$ cat src/rtl/tanh_grad_pkg.sv
// Shared FP32 field layout, constants and FSM encoding for the tanh gradient backprop block.
package tanh_grad_pkg;

  localparam int FP_W      = 32;
  localparam int EXP_W     = 8;
  localparam int MAN_W     = 23;
  localparam int EXP_LSB   = 23;
  localparam int SIGN_BIT  = 31;
  localparam int EXP_BIAS  = 127;

  localparam logic [FP_W-1:0]  FP_ONE  = 32'h3F800000;
  localparam logic [FP_W-1:0]  FP_QNAN = 32'h7FC00000;
  localparam logic [EXP_W-1:0] EXP_MAX = 8'hFF;

  typedef enum logic [2:0] {
    IDLE     = 3'd0,
    SQUARE   = 3'd1,
    SUBTRACT = 3'd2,
    SCALE    = 3'd3,
    DONE     = 3'd4
  } state_e;

  function automatic logic [EXP_W-1:0] fp_exp(input logic [FP_W-1:0] v);
    return v[SIGN_BIT-1:EXP_LSB];
  endfunction

endpackage

$ cat src/rtl/fp32_mul.sv
// Combinational FP32 multiply: truncating, zero/denormal operands and underflow flush to +0.
module fp32_mul
  import tanh_grad_pkg::*;
(
  input  logic [31:0] a_i,
  input  logic [31:0] b_i,
  output logic [31:0] p_o
);

  logic [7:0]  ea, eb;
  logic [47:0] prod;
  logic [9:0]  e_sum;
  logic [9:0]  e_res;
  logic [22:0] mant;
  logic        sign;
  logic        unused_prod;

  assign ea   = fp_exp(a_i);
  assign eb   = fp_exp(b_i);
  assign sign = a_i[SIGN_BIT] ^ b_i[SIGN_BIT];
  assign prod = 48'({1'b1, a_i[22:0]}) * 48'({1'b1, b_i[22:0]});
  assign unused_prod = ^prod[22:0];

  always_comb begin
    // Biased sum kept unsigned: results at or below the bias underflow to zero.
    e_sum = {2'b00, ea} + {2'b00, eb} + {9'd0, prod[47]};
    e_res = e_sum - 10'd127;
    mant  = prod[47] ? prod[46:24] : prod[45:23];
    p_o   = '0;
    if (ea == 8'd0 || eb == 8'd0 || e_sum <= 10'd127) begin
      p_o = '0;
    end else if (e_res > 10'd255) begin
      p_o = {sign, EXP_MAX, 23'h7FFFFF};
    end else begin
      p_o = {sign, e_res[7:0], mant};
    end
  end

endmodule

$ cat src/rtl/tanh_grad_backprop.sv
// Serial tanh backward pass dx = g*(1-y*y) over FP32 lanes, one shared multiplier.
// Optional TANH_GRAD_NAN_EN: exponent-255 lanes produce canonical qNaN and set err.
module tanh_grad_backprop
  import tanh_grad_pkg::*;
#(
  parameter int DATA_WIDTH    = 32,
  parameter int No_of_Neurons = 8
) (
  input  logic                                clk,
  input  logic                                reset,
  input  logic                                start,
  input  logic [DATA_WIDTH*No_of_Neurons-1:0] activatedNeurons,
  input  logic [DATA_WIDTH*No_of_Neurons-1:0] gradIn,
  output logic                                busy,
  output logic                                Finished,
  output logic [DATA_WIDTH*No_of_Neurons-1:0] gradOut,
  output logic                                err,
  output logic [2:0]                          dbg_state_o
);

  localparam int N     = No_of_Neurons;
  localparam int VEC_W = DATA_WIDTH * N;
  localparam int IDX_W = (N > 1) ? $clog2(N) : 1;

  state_e             state_q;
  logic [IDX_W-1:0]   idx_q;
  logic               busy_q, fin_q, err_q;
  logic [VEC_W-1:0]   y_q, g_q, grad_q;
  logic [31:0]        p_q, d_q;

  logic [31:0] y_lane, g_lane, mul_a, mul_b, mul_p, sub_d, scale_res;
  logic        lane_nan;

  assign y_lane = y_q[DATA_WIDTH*idx_q +: DATA_WIDTH];
  assign g_lane = g_q[DATA_WIDTH*idx_q +: DATA_WIDTH];

  // One multiplier: squares y in SQUARE, scales g by d in SCALE.
  assign mul_a = (state_q == SCALE) ? g_lane : y_lane;
  assign mul_b = (state_q == SCALE) ? d_q    : y_lane;

  fp32_mul u_mul (
    .a_i (mul_a),
    .b_i (mul_b),
    .p_o (mul_p)
  );

`ifdef TANH_GRAD_NAN_EN
  assign lane_nan = (fp_exp(y_lane) == EXP_MAX) || (fp_exp(g_lane) == EXP_MAX);
`else
  assign lane_nan = 1'b0;
`endif

  assign scale_res = lane_nan ? FP_QNAN : mul_p;

  // d = 1.0 - p, p aligned to 1.0 with 3 guard bits, renormalised by leading-zero count.
  logic [7:0]  ep, sh;
  logic [26:0] aligned, diff, norm;
  logic [4:0]  lz;
  logic        unused_sub;

  always_comb begin
    ep      = fp_exp(p_q);
    sh      = 8'd127 - ep;
    aligned = {1'b1, p_q[22:0], 3'b000} >> sh;
    diff    = 27'h4000000 - aligned;
    lz      = '0;
    for (int i = 0; i < 27; i++) begin
      if (diff[i]) lz = 5'(26 - i);
    end
    norm  = diff << lz;
    sub_d = '0;
    if (ep == 8'd0) begin
      sub_d = FP_ONE;
    end else if (ep >= 8'd127) begin
      sub_d = '0;
    end else begin
      sub_d = {1'b0, 8'd127 - {3'b000, lz}, norm[25:3]};
    end
  end

  assign unused_sub = ^{p_q[31], norm[26], norm[2:0]};

  always_ff @(posedge clk) begin
    if (!reset) begin
      state_q <= IDLE;
      idx_q   <= '0;
      busy_q  <= 1'b0;
      fin_q   <= 1'b0;
      err_q   <= 1'b0;
      y_q     <= '0;
      g_q     <= '0;
      grad_q  <= '0;
      p_q     <= '0;
      d_q     <= '0;
    end else begin
      case (state_q)
        IDLE, DONE: begin
          busy_q <= 1'b0;
          fin_q  <= (state_q == DONE);
          if (start) begin
            y_q     <= activatedNeurons;
            g_q     <= gradIn;
            idx_q   <= '0;
            fin_q   <= 1'b0;
            err_q   <= 1'b0;
            state_q <= SQUARE;
          end
        end
        SQUARE: begin
          busy_q  <= 1'b1;
          p_q     <= mul_p;
          state_q <= SUBTRACT;
        end
        SUBTRACT: begin
          busy_q  <= 1'b1;
          d_q     <= sub_d;
          state_q <= SCALE;
        end
        SCALE: begin
          busy_q <= 1'b1;
          grad_q[DATA_WIDTH*idx_q +: DATA_WIDTH] <= scale_res;
          err_q  <= err_q | lane_nan;
          if (idx_q == IDX_W'(N - 1)) begin
            state_q <= DONE;
          end else begin
            idx_q   <= idx_q + 1'b1;
            state_q <= SQUARE;
          end
        end
        default: state_q <= IDLE;
      endcase
    end
  end

  assign busy        = busy_q;
  assign Finished    = fin_q;
  assign err         = err_q;
  assign gradOut     = grad_q;
  assign dbg_state_o = state_q;

endmodule
$ cat config.mk
export PLATFORM = sky130hd
export DESIGN_NAME = tanh_grad_backprop
export DESIGN_NICKNAME = d
export VERILOG_FILES = /design/src/rtl/tanh_grad_pkg.sv /design/src/rtl/fp32_mul.sv /design/src/rtl/tanh_grad_backprop.sv
export SDC_FILE = /design/constraint.sdc
export NUM_CORES = 2
export LEC_CHECK = 0
export ABC_AREA = 1
export CORE_AREA = 2 2 306 308
export DETAILED_ROUTE_END_ITERATION = 10
export DIE_AREA = 0 0 308 310
export GPL_TIMING_DRIVEN = 0
export HOLD_SLACK_MARGIN = 0.15
export PLACE_DENSITY = 0.95
export SETUP_SLACK_MARGIN = 0.15
export SLEW_MARGIN = 25
export SYNTH_ARGS = -nofsm -noshare
export SYNTH_HDL_FRONTEND = slang
export SYNTH_SLANG_ARGS = --single-unit
$ cat constraint.sdc
create_clock -name clk -period 19.8 [get_ports clk]
set_clock_uncertainty 0.15 [all_clocks]
set_input_delay 4.95 -clock clk [delete_from_list [all_inputs] [get_ports clk]]
set_output_delay 4.95 -clock clk [all_outputs]
set_load 0.005 [all_outputs]
### Word level (Yosys, flattened, before mapping)

Index checks and enable logic that the tools add are counted.
Widths: inputs -> output; s select.

| storage, ports and cells | value |
|---|---|
| flip-flop bits (word level) | 839 |
| bits in latches | 0 |
| RAM bits | 0 |
| ROM bits | 0 |
| bits of input ports | 515 |
| logic and storage cells | 90 |
| memories kept | 0 |

| operators by class | value |
|---|---|
| add/subtract/negate cells | 8 |
| $mul | 1 |
| div/mod/pow operators | 0 |
| $lt $le $gt $ge | 3 |
| eq/ne operators | 7 |
| shift-type cells | 6 |
| mux-type cells | 43 |
| bitwise operators | 1 |
| reductions and logical operators | 12 |

Operator list:

| operator | count |
|---|---|
| $shiftx 256x9->32 | 2 |
| $bwmux 256 | 1 |
| $shift 32x34->256 const A | 1 |
| $shiftx 32x34->256 | 1 |
| $mux 5 | 27 |
| $mux 32 | 3 |
| $mux 31 | 3 |
| $mul 24x24->48 | 1 |
| $neg 8->34 | 1 |
| $shl 27x5->26 | 1 |
| $shr 27x8->27 | 1 |
| $sub 27x27->27 const A | 1 |
| $logic_not 8->1 | 3 |
| $mux 23 | 1 |
| $mux 3 | 4 |
| $pmux 3 s4 | 1 |
| $add 10x1->10 | 1 |
| $gt 10x8->1 const B | 1 |
| $le 10x7->1 const B | 1 |
| $sub 10x7->10 const B | 1 |
| $add 8x8->9 | 1 |
| $ge 8x7->1 const B | 1 |
| $sub 7x5->8 const A | 1 |
| $sub 7x8->8 const A | 1 |
| other kinds (16) | 21 |

### Logic depth before layout (Yosys ltp)

| depth | value |
|---|---|
| depth after elaboration | 33 |
| gate-level depth with buffers | 60 |

### Hierarchy

A second synthesis with hierarchy kept.

| unflattened totals | value |
|---|---|
| cell total of the unflattened synthesis | 8323 |
| area, all modules | 58488.6 um^2 |

By module, submodules not included:

| module | times used | cells an instance | area each (um^2) | seq. area each (um^2) |
|---|---|---|---|---|
| tanh_grad_backprop | 1 | 5464 | 37768.7 | 16736.1 |
| fp32_mul | 1 | 2859 | 20719.9 | 0.0 |

### Least setup slack after synthesis

No wires, ideal clock.

| timing | value |
|---|---|
| path type | register to register |
| start point | register idx_q[0] |
| end point | register grad_q[181], in the netlist gradOut[181] |
| setup time | 117 ps |
| arrival | 11487 ps |
| required time | 19533 ps |
| slack | 8046 ps |
| stages on the path, launching flop included | 57 |
| path buffers | 10 |
| clock period less this slack | 11754 ps |
| cells stage by stage | dfxtp_1 clkinv_1 buf_2 clkbuf_1 clkbuf_1 clkbuf_1 clkbuf_1 clkbuf_1 clkbuf_1 nor2_1 o221ai_1 o211ai_1 nand2_1 clkbuf_1 nand2_1 fa_1 inv_1 fa_1 [... 21 more ...] buf_4 ha_1 ha_1 nand2_1 or2_2 xor2_1 and3_1 nand3_1 o21ai_0 xor2_1 nand3_1 inv_1 clkbuf_1 o211ai_1 nand4_1 nor2_1 nor2_1 nor2_1 |

| between the ends | value |
|---|---|
| cells in the longest elaborated chain, start to end | 10 |

Ends and longest elaborated chain:

| element | RTL line | RTL |
|---|---|---|
| start: declaration | tanh_grad_backprop.sv:26 | `logic [IDX_W-1:0] idx_q;` |
| start signal: assignment | tanh_grad_backprop.sv:126 | `idx_q <= idx_q + 1'b1;` |
| $shiftx 256x9->32 (on tied branches) | tanh_grad_backprop.sv:34, tanh_grad_backprop.sv:35 |  |
| $mux 32 (on tied branches) | tanh_grad_backprop.sv:38, tanh_grad_backprop.sv:39 |  |
| $mul 24x24->48 or $add 8x8->9 (tied branches) | fp32_mul.sv:21, fp32_mul.sv:26 |  |
| $add 10x1->10 | fp32_mul.sv:26 | `e_sum = {2'b00, ea} + {2'b00, eb} + {9'd0, prod[47]};` |
| $sub 10x7->10 | fp32_mul.sv:27 | `e_res = e_sum - 10'd127;` |
| $gt 10x8->1 | fp32_mul.sv:32 | `end else if (e_res > 10'd255) begin` |
| $mux 31 | fp32_mul.sv:32 |  |
| $mux 32 | fp32_mul.sv:30 | `if (ea == 8'd0 \|\| eb == 8'd0 \|\| e_sum <= 10'd127) begin` |
| $shiftx 32x34->256 | tanh_grad_backprop.sv:121 | `grad_q[DATA_WIDTH*idx_q +: DATA_WIDTH] <= scale_res;` |
| $bwmux 256 * | tanh_grad_backprop.sv:121 |  |
| end signal: indexed assignment | tanh_grad_backprop.sv:121 |  |
| end: declaration | tanh_grad_backprop.sv:28 | `logic [VEC_W-1:0] y_q, g_q, grad_q;` |

Every way passes the cells marked *; elsewhere a longest branch is shown, timed or not.
A chain may end at the register's enable or synchronous reset.

### Worst setup path after layout

| timing | value |
|---|---|
| start point | register idx_q[0] |
| end point | register grad_q[216], in the netlist gradOut[216] |

Same word-level chain as after synthesis.

==> run_results.csv <==
group,metric,value,unit
cts,htreeDepth,3,
sta,post-route-period-util,94.18,%
sta,period_minus_slack,18.65,ns
layout,syn2layout_area_growth,21.63,%
global_route,antenna_found_initial,31,
layout,fillers,7125,
setup_path,crit_path_top_delay_cell,"clkbuf_1",
yosys,synth_cell_type_count,59,
global_route,grt-ovfl-total,0,
cts,worstSkewPairLatency,0.70,ns
sta,relSlewSlack,15.46,%
cts,cts_made_buffers,85,
setup_path,path_max_fanout,10,
layout,fin_cells,9849,
run,cap_violations,0,
sta,setup_slack,1.153,ns
power_and_ir_drop,power.total,8478,uW
die,die_h,310,um
setup_path,critPathKind,"reg2reg",
yosys,ys_seq_area_share,29.68,%
sta,setup_viol,0,
yosys,synthTopCellsByArea,"dfxtp_1 30%, fa_1 17%, o21ai_0 9.9%, nor2_1 9.6%, nand2_1 7.4%",
power_and_ir_drop,p_per_area,124.8,mW/mm^2
cts,cts_tree,"built",
placement,pre_cts_ws,2.817,ns
sta,fmax,53.63,MHz
layout,drive_gt1_share,2.871,%
setup_path,worstSetupStartpointType,"flop",
route,drc_errors,28,
setup_path,arrival,19.05,ns
placement,gp_congestion,1.123,
yosys,synth_top_area_share,29.68,%
global_route,grt_max_degree,14,
sta,tightest_slew,1.268,ns
route,wire_per_inst,28.17,um
sta,report.final.hold_viol_count,0,
power_and_ir_drop,p_seq_share,23.0,%
yosys,yosys.cell_count.top_type,"nor2_1",
yosys,synth-main-ff-cell,"dfxtp_1",
yosys,syn_inst,7718,
die,start_util,60.39,%
power_and_ir_drop,internal_power,4322,uW
power_and_ir_drop,vdd_ir_drop_max,0.3170,mV
die,dieArea,0.09548,mm^2
die,coreArea,0.09249,mm^2
yosys,async_flop_share,0,%
setup_path,slowest_delay,0.92,ns
die,core.rowCount,112,
route,wl,277.4,mm
cts,post_cts_buffers,0,
placement,port_buffers,766,
global_route,grt_first_pass_wirelength,393.6,mm
min_path,hold_path_class,"reg2reg",
yosys,yosysTopAreaCell,"dfxtp_1",
yosys,ys_seq_elements,828,
yosys,post_synth_most_frequent_cells,"1,430 x nor2_1, 1,101 x o21ai_0, 1,100 x nand2_1",
sta,fin_setup_tns,0,ns
route,first_pass_iters,11,
cts,clk_pin_slew,0.07,ns
power_and_ir_drop,power_switching,4155,uW
cts,clockBufferDepth,3,
cts,ctsHoldBuffers,0,
global_route,grt_pass1_vias,61480,
cts,clock-sinks,828,
die,pin_count,777,
yosys,synth_edf_count,0,
power_and_ir_drop,switching_share,49.02,%
power_and_ir_drop,p_leak,0.03090,uW
cts,ctsResizeCount,0,
global_route,grt_use_total,56.62,%
placement,dp_hpwl,215.4,mm
route,vias_per_cell,6.511,
setup_path,critPathTopFamily,"buffers and inverters",
power_and_ir_drop,p_comb_share,57.3,%
cts,root_buffer,"clkbuf_16",
yosys,synth_area,0.05585,mm^2
layout,final_nets,9758,
run_status,status,"finished, violations left",
yosys,syn_nets,8905,
yosys,yosysWarnings,0,
placement,post-place-cells,9681,
route,vias,64130,
setup_path,cp-end-kind,"flop",
run_status,violations,"DRC",
route,antenna_left,0,
setup_path,required,20.21,ns
sta,finalMaxSlewViolations,0,
route,drt_iter0_drc,11800,
yosys,postSynthAreaPerCell,7.236,um^2
sta,rsz0062_at_grt,"false",
die,die-width,308,um
power_and_ir_drop,clkPwrFrac,19.7,%
setup_path,critPathBufInv,19,
-- metrics by stage --
| stage | util, % | hold slack (ns) | instance area [um^2] |
|---|---|---|---|
| 2_1_floorplan | - | 0.2797 | 55850 |
| 3_3_place_gp | 70.29 | 0.3035 | 65010 |
| 3_5_place_dp | 70.32 | 0.3085 | 65030 |
| 4_1_cts | 73.39 | 0.3191 | 67880 |
| 5_1_grt | 73.43 | 0.3352 | 67910 |
| 6_report | 73.44 | 0.3196 | 67930 |
-- cell type report --
| class | count | area [um^2] | area share (%) |
|---|---|---|---|
| Antenna cell | 15 | 37.54 | 0.05526 |
| Buffer | 536 | 2136 | 3.144 |
| Clock buffer | 125 | 2509 | 3.693 |
| Clock inverter | 28 | 335.3 | 0.4936 |
| Inverter | 911 | 3422 | 5.038 |
| Multi-Input combinational cell | 5443 | 33750 | 49.68 |
| Sequential cell | 828 | 16580 | 24.40 |
| Tap cell | 1197 | 1498 | 2.205 |
| Timing Repair Buffer | 766 | 7667 | 11.29 |
-- power by group through the flow --
stage / registers, uW / logic [uW] / clock network [uW]
CTS: 1930 / 4590 / 1630
global placement: 1960 / 4340 / 0
global route: 1950 / 5240 / 1700
finish: 1950 / 4860 / 1670
floorplan: 1920 / 2980 / 0
detailed placement: 1970 / 4540 / 0
-- routing by layer --
metal	GRT usage [%]	up-vias	wire (um)
li1	-	26340	-
met1	64.13	29830	90320
met2	79.03	6148	108900
met3	30.31	1780	49500
met4	44.93	36	28390
met5	1.820	-	343
-- cells by family (layout without fill, tap and decap cells) --
family | Yosys count | in the layout | synth area share, %
AO/OA/AOI/OAI | 1712 | 1712 | 16.39
XOR/XNOR | 50 | 50 | 0.7841
adder cells (fa/ha/maj) | 672 | 672 | 21.53
buffers and inverters | 1447 | 2366 | 9.936
flip-flops | 828 | 828 | 29.68
other | 1 | 16 | 0.006714
AND/OR/NAND/NOR | 3008 | 3008 | 21.67
-- sequential cells by signal, summed over array words and instances, names as in the netlist --
| signal | cells |
|---|---|
| p_q | 31 |
| g_q | 256 |
| Finished | 1 |
| dbg_state_o | 3 |
| gradOut | 256 |
| busy | 1 |
| d_q | 29 |
| y_q | 248 |
| idx_q | 3 |
-- cell usage in the layout (no fill, tap or decap), drive strengths merged, types with 25 or more instances in the layout --
master         netlist  routed
clkdlybuf4s50        0     766
inv                907     910
o21ai             1120    1120
o211ai              51      51
dfxtp              828     828
a21oi              383     383
xor2                36      36
nand4               34      34
o22ai               45      45
clkbuf             451     576
nand2             1106    1106
clkinv               4      25
ha                 190     190
nor2              1440    1440
buf                 85      85
fa                 482     482
o221ai              82      82
nand3              377     377
-- path summary, 6_finish.rpt --
kind,cells past startpoint,start,slack (ns),endpoint
hold / removal,2,d_q[3]$_SDFFE_PN0P_,0.32,d_q[3]$_SDFFE_PN0P_
setup reg to reg,57,idx_q[0]$_SDFFE_PN0P_,1.15,gradOut[216]$_SDFFE_PN0P_
hold reg to reg,2,d_q[3]$_SDFFE_PN0P_,0.32,d_q[3]$_SDFFE_PN0P_
setup / recovery,57,idx_q[0]$_SDFFE_PN0P_,1.15,gradOut[216]$_SDFFE_PN0P_
-- tightest hold or removal path: stages (launching register included) --
cell and delay, ns:
dfxtp_1 0.31, nand2_1 0.06, a21oi_1 0.05
No activity file was read; power rests on OpenSTA's default activity.
